<file path="config.mk">
export PLATFORM = sky130hd
export DESIGN_NAME = rs_syndrome_calc_s1_flat
export DESIGN_NICKNAME = d
export VERILOG_FILES = /design/src/rtl/rs_pkg.sv /design/src/rtl/rs_syndrome_calc_s1_if.sv /design/src/rtl/gf1024_cmul.sv /design/src/rtl/rs_syndrome_calc_s1.sv /design/src/flat_wrapper.sv
export SDC_FILE = /design/constraint.sdc
export NUM_CORES = 1
export LEC_CHECK = 0
export CAP_MARGIN = 20
export CORE_MARGIN = 5
export CORE_UTILIZATION = 45
export CTS_CLUSTER_SIZE = 28
export DETAILED_ROUTE_END_ITERATION = 10
export MAX_ROUTING_LAYER = met4
export PLACE_DENSITY = 0.71
export REMOVE_ABC_BUFFERS = 1
export SYNTH_ARGS = -nofsm -noshare
export SYNTH_HDL_FRONTEND = slang
export SYNTH_SLANG_ARGS = --single-unit
</file>
<file path="constraint.sdc">
create_clock -name clk_i -period 24.8 [get_ports clk_i]
set_input_delay 7.44 -clock clk_i [delete_from_list [all_inputs] [get_ports clk_i]]
set_output_delay 7.44 -clock clk_i [all_outputs]
set_load 0.03 [all_outputs]
</file>
<file path="src/rtl/rs_pkg.sv">
// rs_pkg: RS(544,522) over GF(2^10) constants, symbol type and field helpers.
package rs_pkg;
  localparam int RS_N = 544;
  localparam int RS_T = 11;
  localparam int RS_W = 10;
  localparam logic [RS_W:0] GF_POLY = 11'h409;
  typedef logic [RS_W-1:0] gf_t;
  localparam gf_t ALPHA_POW [0:22] = '{
    10'h001, 10'h002, 10'h004, 10'h008, 10'h010, 10'h020, 10'h040, 10'h080,
    10'h100, 10'h200, 10'h009, 10'h012, 10'h024, 10'h048, 10'h090, 10'h120,
    10'h240, 10'h089, 10'h112, 10'h224, 10'h041, 10'h082, 10'h104};
  function automatic gf_t gf_xtime(gf_t v);
    return {v[RS_W-2:0], 1'b0} ^ (v[RS_W-1] ? GF_POLY[RS_W-1:0] : '0);
  endfunction
endpackage

</file>
<file path="src/rtl/rs_syndrome_calc_s1_if.sv">
// rs_syndrome_calc_s1_if: symbol stream in, syndrome vector out to the solver.
// RS_SYN_ZERO_FLAG_EN adds syn_zero_o.
interface rs_syndrome_calc_s1_if;
  import rs_pkg::*;
  gf_t  sym_i;
  logic sym_valid_i;
  logic sym_last_i;
  logic sym_ready_o;
  logic busy_i;
  gf_t  syn_o [0:2*RS_T];
  logic syn_valid_o;
  logic start_o;
  logic len_err_o;
`ifdef RS_SYN_ZERO_FLAG_EN
  logic syn_zero_o;
`endif
  modport slave (
`ifdef RS_SYN_ZERO_FLAG_EN
    output syn_zero_o,
`endif
    input  sym_i, sym_valid_i, sym_last_i, busy_i,
    output sym_ready_o, syn_o, syn_valid_o, start_o, len_err_o
  );
  modport master (
`ifdef RS_SYN_ZERO_FLAG_EN
    input  syn_zero_o,
`endif
    output sym_i, sym_valid_i, sym_last_i, busy_i,
    input  sym_ready_o, syn_o, syn_valid_o, start_o, len_err_o
  );
endinterface

</file>
<file path="src/rtl/gf1024_cmul.sv">
// gf1024_cmul: multiply by constant C in GF(2^10) as a fixed XOR matrix.
module gf1024_cmul import rs_pkg::*; #(
  parameter gf_t C = 10'h001
) (
  input  gf_t a_i,
  output gf_t y_o
);
  // column i is C*x^i reduced; constant after unrolling, so only XORs remain
  function automatic gf_t col(int i);
    gf_t v;
    v = C;
    for (int k = 0; k < i; k++) v = gf_xtime(v);
    return v;
  endfunction
  always_comb begin
    y_o = '0;
    for (int i = 0; i < RS_W; i++) y_o = y_o ^ (a_i[i] ? col(i) : '0);
  end
endmodule

</file>
<file path="src/rtl/rs_syndrome_calc_s1.sv">
// rs_syndrome_calc_s1: Horner syndrome accumulator with a one-frame output buffer.
// Define RS_SYN_ZERO_FLAG_EN to add the all-zero-syndrome flag syn_zero_o.
module rs_syndrome_calc_s1 import rs_pkg::*; (
  input logic clk_i,
  input logic rst_i,
  rs_syndrome_calc_s1_if.slave bus
);
  localparam int S = 2*RS_T;
  localparam logic [9:0] CNT_LAST = 10'(RS_N - 1);
  gf_t acc_q [1:S];
  gf_t acc_d [1:S];
  gf_t syn_q [1:S];
  gf_t syn_d [1:S];
  gf_t hor [1:S];
  logic [9:0] cnt_q, cnt_d;
  logic pend_q, pend_d, lerr_q, lerr_d;
  logic last, take;
  for (genvar j = 1; j <= S; j++) begin : g_cm
    gf_t m;
    gf1024_cmul #(.C(ALPHA_POW[j])) u_cm (.a_i(acc_q[j]), .y_o(m));
    assign hor[j] = m ^ bus.sym_i;
  end
  assign last = cnt_q == CNT_LAST;
  assign bus.sym_ready_o = ~(last & pend_q);
  assign take = bus.sym_valid_i & bus.sym_ready_o;
  assign bus.start_o = pend_q & ~bus.busy_i;
  assign bus.syn_valid_o = pend_q;
  assign bus.len_err_o = lerr_q;
  // take & last implies pend_q=0, so loading and handoff never coincide
  always_comb begin
    acc_d = acc_q;
    syn_d = syn_q;
    cnt_d = cnt_q;
    pend_d = pend_q & ~bus.start_o;
    lerr_d = take & (bus.sym_last_i != last);
    if (take) begin
      cnt_d = last ? '0 : cnt_q + 10'd1;
      pend_d = pend_d | last;
      for (int k = 1; k <= S; k++) begin
        acc_d[k] = last ? '0 : hor[k];
        syn_d[k] = last ? hor[k] : syn_q[k];
      end
    end
  end
  always_ff @(posedge clk_i or posedge rst_i) begin
    if (rst_i) begin
      for (int k = 1; k <= S; k++) begin
        acc_q[k] <= '0;
        syn_q[k] <= '0;
      end
      cnt_q <= '0;
      pend_q <= 1'b0;
      lerr_q <= 1'b0;
    end else begin
      acc_q <= acc_d;
      syn_q <= syn_d;
      cnt_q <= cnt_d;
      pend_q <= pend_d;
      lerr_q <= lerr_d;
    end
  end
  always_comb begin
    bus.syn_o[0] = '0;
    for (int k = 1; k <= S; k++) bus.syn_o[k] = syn_q[k];
  end
`ifdef RS_SYN_ZERO_FLAG_EN
  logic nz;
  always_comb begin
    nz = 1'b0;
    for (int k = 1; k <= S; k++) nz = nz | (|syn_q[k]);
  end
  assign bus.syn_zero_o = pend_q & ~nz;
`endif
endmodule

</file>
<file path="src/flat_wrapper.sv">
// flat-port wrapper written by rule: the top's interface ports become plain ports
module rs_syndrome_calc_s1_flat import rs_pkg::*;
  (clk_i, rst_i, bus_sym_i, bus_sym_valid_i, bus_sym_last_i, bus_busy_i, bus_sym_ready_o, bus_syn_o, bus_syn_valid_o, bus_start_o, bus_len_err_o);
  rs_syndrome_calc_s1_if bus_i ();
  input logic clk_i;
  input logic rst_i;
  input wire logic [$bits(bus_i.sym_i)-1:0] bus_sym_i;
  input wire logic [$bits(bus_i.sym_valid_i)-1:0] bus_sym_valid_i;
  input wire logic [$bits(bus_i.sym_last_i)-1:0] bus_sym_last_i;
  input wire logic [$bits(bus_i.busy_i)-1:0] bus_busy_i;
  output wire logic [$bits(bus_i.sym_ready_o)-1:0] bus_sym_ready_o;
  output wire logic [$bits(bus_i.syn_o)-1:0] bus_syn_o;
  output wire logic [$bits(bus_i.syn_valid_o)-1:0] bus_syn_valid_o;
  output wire logic [$bits(bus_i.start_o)-1:0] bus_start_o;
  output wire logic [$bits(bus_i.len_err_o)-1:0] bus_len_err_o;
  assign bus_i.sym_i = bus_sym_i;
  assign bus_i.sym_valid_i = bus_sym_valid_i;
  assign bus_i.sym_last_i = bus_sym_last_i;
  assign bus_i.busy_i = bus_busy_i;
  assign bus_sym_ready_o = bus_i.sym_ready_o;
  assign bus_syn_o = {>>{bus_i.syn_o}};
  assign bus_syn_valid_o = bus_i.syn_valid_o;
  assign bus_start_o = bus_i.start_o;
  assign bus_len_err_o = bus_i.len_err_o;
  rs_syndrome_calc_s1 u_core (.clk_i(clk_i), .rst_i(rst_i), .bus(bus_i));
endmodule
</file>
==> qor.txt, run 1 <==
status: finished, final reports clean
met3 Use GR: 0.0451
worst hold path class: flip-flop to flip-flop
sequential-to-total area share from yosys stat: 0.552
Yosys reg bits: 452
grt ovf: 0
Worst Setup End Kind: output pin
Syn. warnings: 0
final worst-path cycle share: 0.650
RSZ-0062 raised after global routing: false
CTS tree: yes
vias per inst: 5.11
vias in the first global route: 14758
met1 Use GR: 0.278
Max stage delay on crit path: 0.69 ns
Layout fillers: 3951
final setup TNS: 0 ns
Worst Max-Slew Pin Slew: 1.13 ns
Die Y: 223 um
Area Growth Syn to Fin: 21.2%
Post-Layout Cell Count: 2850
synthesized instance count: 2040
Synth Cell Area: 20500 um^2
top cells by area, synth: dfrtp_1 (55%), xnor2_1 (14%), o21ai_0 (9.9%)
largest net degree at the start of global routing: 175
Core Util, Final: 0.549
# port buffers: 238
starting density of the core: 0.453
Cell Rows: 78
drt pass-1 iters: 5
TritonCTS Sinks: 452
P_leak: 10.5 nW
DP Wirelength: 30700 um
post-synthesis cell type count: 33
Tmin final: 16.13 ns
Buf/Inv on CP: 2
Slew HR: 0.243
number of synthesized flops with an enable pin: 0
Post-Route WL: 50300 um
CP Data Arrival Time: 8.69 ns
die width: 223 um
first-pass GRT wire length: 81300 um
post-synthesis async set-or-reset flop share: 1.00
commonest register cell after synthesis: dfrtp_1
post-synthesis area per instance: 10.0 um^2
Final Hold Viols: 0
setup bufs post-CTS: 0
antenna violation net count after detailed routing: 0
Max Cap Violations: 0
pwr/cell area: 113 nW/um^2
Place WS: 8.69 ns
H-Tree Depth: 2
clk_skew: 0.0143 ns
total die area: 49900 um^2
Hold-fix buffers, CTS: 0
Crit path required time: 17.36 ns
Skew-Pair Late Insertion Delay: 0.58 ns
GRT Total Usage: 0.206
cells along the critical path: clkdlybuf4s50_1 -> nor2b_1 -> clkdlybuf4s50_1
Crit path max-delay family: buffers and inverters
n_diodes: 0
WS Path Type: primary input to output pin
GR Util met2: 0.320
io pins: 249
starting DRC count in detailed routing: 1030
initial antenna violation count: 0
startpoint types: primary input
leading area contributor after synthesis: dfrtp_1
CTS buffer count: 48
post-placement cell count: 2765
peak supply drop: 0.0690 mV
dpl cell area: 23100 um^2
Final WS setup: 8.67 ns
CP Max Fanout: 2
fin nets: 2232
most frequent cell after synthesis: dfrtp_1
Final Max Slew Viols: 0
Synth top area share: 0.552
Max Fclk: 0.0620 GHz
Crit-path slowest cell: clkdlybuf4s50_1
wire per inst: 17.7 um
clock tree buffer depth: 3
CP most frequent cell: clkdlybuf4s50_1
DR DRC count: 0
Clock Pin Slew Worst Setup and Hold Paths: 0.06 ns
Post-CTS Resized: 0
synth cell count leaders: dfrtp_1 (452), nand2_1 (410), o21ai_0 (407)
final non-filler cell area: 24800 um^2
via count: 14551
final RePlAce weighted congestion: 0.828
final setup fails: 0
Pwr Total: 2.80 mW
clk root buf: clkbuf_16
gr busiest metal: met2
CORE AREA: 45200 um^2
minimum hold slack: 0.478 ns
share of cells above drive strength 1: 0.0511
-- area by class of cell --
class	instances	area, um^2	area share
repair buffers	260	2530	0.102
inverters	37	146	0.00590
clock inverters	17	250	0.0101
flip-flops and latches	452	11300	0.456
well taps	600	751	0.0302
clock buffers	67	1390	0.0562
multi-input cells	1417	8440	0.340
-- path summary, 6_finish.rpt --
| kind | start | end | slack [ns] | cells past startpoint |
|---|---|---|---|---|
| min in group asynchronous | rst_i | u_core.cnt_q[9]$_DFFE_PP0P_ | 7.46 | 2 |
| worst min register to register | u_core.bus.syn_o[22]$_DFFE_PP0P_ | u_core.bus.syn_o[22]$_DFFE_PP0P_ | 0.48 | 2 |
| worst min-delay path | u_core.bus.syn_o[22]$_DFFE_PP0P_ | u_core.bus.syn_o[22]$_DFFE_PP0P_ | 0.48 | 2 |
| worst max-delay path | bus_busy_i | bus_start_o | 8.67 | 3 |
| max in group asynchronous | rst_i | u_core.bus.syn_o[165]$_DFFE_PP0P_ | 15.31 | 5 |
| worst max register to register | u_core.cnt_q[0]$_DFFE_PP0P_ | u_core.bus.syn_o[138]$_DFFE_PP0P_ | 21.48 | 6 |
-- sequential cells by signal, indices dropped and copies added (netlist names) --
signal,count
u_core.bus.len_err_o,1
u_core.bus.syn_o,220
u_core.bus.syn_valid_o,1
u_core.cnt_q,10
u_core.acc_q,220
-- cells in the final DEF (no fill, tap or decap), types with 6 or more instances in the layout --
cell type / count
a21oi_1: 35
buf_2: 10
buf_4: 20
bufinv_16: 6
clkbuf_1: 8
clkbuf_16: 49
clkbuf_8: 10
clkdlybuf4s50_1: 228
clkinv_2: 6
conb_1: 10
dfrtp_1: 452
inv_1: 36
nand2_1: 410
nand4_1: 6
o21ai_0: 407
o21ai_1: 35
or3_1: 34
xnor2_1: 339
xor2_1: 115
-- worst min-delay path: cells and delay by family, from the launching register on --
family             cells  cell delay [ns]
DFF                    1             0.34
AOI/OAI and AO/OA      1             0.06
and+or+nand+nor        1             0.04
-- kinds of logic (layout without fill, tap and decap cells) --
family                   Yosys count  after routing  synth area share
flip-flops                       452            452             0.552
buffers and inverters            180            381            0.0387
multiplexers                       2              2           0.00104
AO/OA/AOI/OAI                    483            483             0.120
AND/OR/NAND/NOR                  467            467            0.0928
XOR/XNOR                         454            454             0.194
other                              1             10          0.000183
adder cells (fa/ha/maj)            1              1          0.000611
-- per-layer routing --
metal | wire (um) | share of wire
met5 | 0 | 0
met4 | 1210 | 0.024
met3 | 3100 | 0.061
met2 | 23600 | 0.47
met1 | 22400 | 0.45
-- report_power, final --
group / total (mW) / switching (mW) / internal (mW)
Clock: 0.750 / 0.297 / 0.453
Combinational: 0.937 / 0.485 / 0.451
Sequential: 1.11 / 0.195 / 0.914
No activity file was read; power rests on OpenSTA's default activity.
==> inputs of run 2 (changes only) <==
clock period = 14.9 ns   (was 24.8 ns; I/O delays follow)
==> qor.txt, run 2 (same netlist as run 1, synthesis figures left out) <==
final worst-path cycle share: 0.684
Skew-Pair Late Insertion Delay: 0.56 ns
Max stage delay on crit path: 0.68 ns
RSZ-0062 raised after global routing: false
Layout fillers: 3902
n_diodes: 0
via count: 14582
# port buffers: 238
Max Fclk: 0.0982 GHz
H-Tree Depth: 2
Core Util, Final: 0.552
DR DRC count: 0
cells along the critical path: clkdlybuf4s50_1 -> nor2b_1 -> clkdlybuf4s50_1
largest net degree at the start of global routing: 174
commonest non-fill, non-tap cell in the layout: dfrtp_1
Final Hold Viols: 0
P_leak: 10.5 nW
grt ovf: 0
TritonCTS Sinks: 452
Area Growth Syn to Fin: 21.9%
met3 Use GR: 0.0403
Max Cap Violations: 0
starting DRC count in detailed routing: 1125
GR Util met2: 0.317
Place WS: 4.73 ns
fin nets: 2231
worst hold path class: flip-flop to flip-flop
antenna violation net count after detailed routing: 0
final setup TNS: 0 ns
final RePlAce weighted congestion: 0.826
CP Data Arrival Time: 5.71 ns
CTS buffer count: 47
io pins: 249
multi-input combinational cell area: 8440 um^2
drt pass-1 iters: 5
Die Y: 223 um
CTS tree: yes
Post-Layout Cell Count: 2849
vias in the first global route: 14828
Pwr Total: 4.74 mW
initial antenna violation count: 0
Tmin final: 10.18 ns
setup bufs post-CTS: 0
share of cells above drive strength 1: 0.0529
CORE AREA: 45200 um^2
Post-Route WL: 50700 um
Worst Setup End Kind: output pin
Slew HR: 0.254
Crit path required time: 10.43 ns
first-pass GRT wire length: 81200 um
most frequent cells in the layout: dfrtp_1 (452), nand2_1 (410), o21ai_0 (407)
final setup fails: 0
DP Wirelength: 30700 um
wire per inst: 17.8 um
Clock Pin Slew Worst Setup and Hold Paths: 0.06 ns
die width: 223 um
Final WS setup: 4.72 ns
vias per inst: 5.12
met1 Use GR: 0.278
Worst Max-Slew Pin Slew: 1.12 ns
clk root buf: clkbuf_16
CP most frequent cell: clkdlybuf4s50_1
peak supply drop: 0.0980 mV
status: finished, final reports clean
Hold-fix buffers, CTS: 0
gr busiest metal: met2
total die area: 49900 um^2
pwr/cell area: 190 nW/um^2
Final Max Slew Viols: 0
clock tree buffer depth: 3
CP Max Fanout: 2
Crit-path slowest cell: clkdlybuf4s50_1
starting density of the core: 0.453
startpoint types: primary input
clk_skew: 0.0139 ns
Post-CTS Resized: 0
WS Path Type: primary input to output pin
sequential cell area: 11300 um^2
GRT Total Usage: 0.206
post-placement cell count: 2764
Cell Rows: 78
run 2: cell count changes in the layout (fill, tap and decap cells not counted):
cell and change:
buf_16 +1, inv_6 -1, clkinv_2 +2, clkbuf_1 -5
bufinv_16 +5, clkinvlp_4 -1, clkbuf_8 -1, buf_4 -1
run 2: worst paths after layout:
kind,startpoint,to,slack [ns],cells past startpoint
max reg2reg,u_core.cnt_q[0]$_DFFE_PP0P_,u_core.acc_q[42]$_DFFE_PP0P_,11.39,7
max in group asynchronous,rst_i,u_core.acc_q[65]$_DFFE_PP0P_,8.83,4
min,u_core.bus.syn_o[59]$_DFFE_PP0P_,u_core.bus.syn_o[59]$_DFFE_PP0P_,0.48,2
max,bus_busy_i,bus_start_o,4.72,3
min in group asynchronous,rst_i,u_core.bus.len_err_o$_DFF_PP0_,4.23,2
min reg2reg,u_core.bus.syn_o[59]$_DFFE_PP0P_,u_core.bus.syn_o[59]$_DFFE_PP0P_,0.48,2
run 2: final cells by class:
| cell class | count | area share |
|---|---|---|
| clock buffers | 61 | 0.0546 |
| well taps | 600 | 0.0301 |
| flip-flops and latches | 452 | 0.453 |
| clock inverters | 22 | 0.0158 |
| multi-input cells | 1417 | 0.338 |
| repair buffers | 260 | 0.102 |
| inverters | 37 | 0.00587 |
run 2: where the power goes:
| group | internal (mW) | switching, mW | total (mW) |
|---|---|---|---|
| Sequential | 1.52 | 0.324 | 1.85 |
| Combinational | 0.752 | 0.815 | 1.57 |
| Clock | 0.832 | 0.494 | 1.33 |
| Total | 3.11 | 1.63 | 4.74 |
run 2: worst max-delay path, delay by kind of cell:
| kind | cells | cell delay, ns |
|---|---|---|
| buf+inv | 2 | 1.12 |
| simple gates | 1 | 0.13 |
run 2: layer usage:
metal  share of wire  wire [um]
met4           0.028       1430
met2            0.47      23700
met5               0          0
met1            0.45      22600
met3           0.059       3020
run 2: metrics by stage:
stage	area, um^2	hold WS (ns)
3_5_place_dp	23100	0.470
2_1_floorplan	19900	0.469
4_1_cts	24900	0.483
3_3_place_gp	23100	0.462
5_1_grt	25000	0.499
6_report	25000	0.478
==> inputs of run 3 (changes only) <==
clock period = 10.25 ns   (was 14.9 ns; I/O delays follow)
==> qor.txt, run 3 (same netlist as run 1, synthesis figures left out) <==
initial antenna violation count: 0
CP most frequent cell: clkdlybuf4s50_1
Core Util, Final: 0.549
die width: 223 um
grt ovf: 0
switching share of power: 0.347
Final Hold Viols: 0
fin nets: 2227
n_diodes: 0
hold path cells: 2
Worst Max-Slew Pin Slew: 1.22 ns
Hold-fix buffers, CTS: 0
total die area: 49900 um^2
worst hold path class: flip-flop to flip-flop
drt pass-1 iters: 5
CTS buffer count: 48
final RePlAce weighted congestion: 0.807
final non-filler cell area: 24800 um^2
Cell Rows: 78
startpoint types: primary input
Tmin final: 7.38 ns
Max Cap Violations: 0
Worst Hold End: u_core.bus.syn_o[72]$_DFFE_PP0P_
Post-Route WL: 50200 um
Slew HR: 0.187
Net Switching: 2.34 mW
Post-CTS Resized: 0
P_leak: 10.5 nW
CP Max Fanout: 2
R2R cell count: 5
io pins: 249
Reg2Reg Setup Slack: 6.98 ns
Area Growth Syn to Fin: 21.2%
starting density of the core: 0.453
Max Fclk: 0.136 GHz
first-pass GRT wire length: 80400 um
final worst-path cycle share: 0.720
Buf/Inv on CP: 2
vias per inst: 5.09
Final Max Slew Viols: 0
Layout fillers: 3936
P_int: 4.42 mW
pwr/cell area: 272 nW/um^2
status: finished, final reports clean
antenna violation net count after detailed routing: 0
CTS tree: yes
DP Wirelength: 30200 um
RSZ-0062 raised after global routing: false
sequential share of power: 0.397
largest net degree at the start of global routing: 223
Crit-path slowest cell: clkdlybuf4s50_1
CP Data Arrival Time: 4.30 ns
vias in the first global route: 14465
via count: 14485
Pwr Total: 6.76 mW
hold path startpoint: u_core.bus.syn_o[72]$_DFFE_PP0P_
Crit path required time: 7.18 ns
# port buffers: 238
WS Path Type: primary input to output pin
H-Tree Depth: 2
Worst Setup End Kind: output pin
share of cells above drive strength 1: 0.0494
starting DRC count in detailed routing: 1180
cells along the critical path: clkdlybuf4s50_1 -> nor2b_1 -> clkdlybuf4s50_1
CORE AREA: 45200 um^2
setup bufs post-CTS: 0
clk root buf: clkbuf_16
Gate power share: 0.333
final setup fails: 0
Die Y: 223 um
most frequent cells in the layout: dfrtp_1 (452), nand2_1 (410), o21ai_0 (407)
peak supply drop: 0.152 mV
Crit path max-delay family: buffers and inverters
clock tree buffer depth: 3
DR DRC count: 0
wire per inst: 17.6 um
TritonCTS Sinks: 452
GRT Total Usage: 0.204
Skew-Pair Late Insertion Delay: 0.57 ns
part of the power in the clock network: 0.270
r2r startpoint: u_core.cnt_q[7]$_DFFE_PP0P_
Max stage delay on crit path: 0.68 ns
critical register-to-register path endpoint: u_core.bus.syn_o[65]$_DFFE_PP0P_
Place WS: 2.87 ns
dpl cell area: 23200 um^2
commonest non-fill, non-tap cell in the layout: dfrtp_1
Final WS setup: 2.87 ns
Clock Pin Slew Worst Setup and Hold Paths: 0.06 ns
clk_skew: 0.0105 ns
run 3: cell types whose count changed in the layout (fill, tap and decap cells not counted), moves of 2 or more:
cell,previous run,this run
bufinv_16,11,7
clkbuf_1,3,8
buf_4,19,13
buf_16,2,0
buf_12,1,4
run 3: per-layer routing:
layer,vias up,part of all wire,global-route usage,wire [um]
li1,6922,-,-,-
met1,7143,0.45,0.279,22500
met2,342,0.47,0.314,23500
met3,78,0.062,0.0434,3110
met4,0,0.021,0.0526,1040
met5,-,0,-,0
run 3: through the flow:
step	std cells	setup TNS [ns]	hold slack [ns]
2_1_floorplan	1906	-2451.52	0.469
3_3_place_gp	2761	0	0.464
3_5_place_dp	2761	0	0.469
4_1_cts	2846	0	0.483
5_1_grt	2846	0	0.497
6_report	2846	0	0.476
run 3: power by group through the flow:
stage | combinational, mW | clock, mW | sequential (mW)
2_1_floorplan | 1.83 | 0 | 2.61
3_3_place_gp | 2.19 | 0 | 2.68
3_5_place_dp | 2.25 | 0 | 2.70
4_1_cts | 2.27 | 1.87 | 2.68
5_1_grt | 2.52 | 1.94 | 2.74
6_report | 2.25 | 1.83 | 2.68
run 3: worst max path at each step:
stage               slack, ns        from                     endpoint  depth (start not counted)
floorplan               -5.42       rst_i  u_core.acc_q[0]$_DFFE_PP0P_                          1
CTS                      2.87  bus_busy_i                  bus_start_o                          3
finish                   2.87  bus_busy_i                  bus_start_o                          3
global route             2.86  bus_busy_i                  bus_start_o                          3
detailed placement       2.87  bus_busy_i                  bus_start_o                          3
global placement         2.85  bus_busy_i                  bus_start_o                          3
run 3: area by class of cell:
cell class                      instances  area (um^2)  share of cell area
Sequential cell                       452        11300               0.456
Multi-Input combinational cell       1417         8440               0.340
Timing Repair Buffer                  255         2510               0.101
Clock buffer                           66         1380              0.0556
Tap cell                              600          751              0.0303
Clock inverter                         19          279              0.0112
Inverter                               37          146             0.00590
run 3: worst reg2reg max path: cells and delay by family (launching register included):
| kind | cells | cell delay, ns |
|---|---|---|
| buffers and inverters | 1 | 0.74 |
| and+or+nand+nor | 3 | 1.84 |
| AOI/OAI and AO/OA | 1 | 0.11 |
| DFF | 1 | 0.41 |
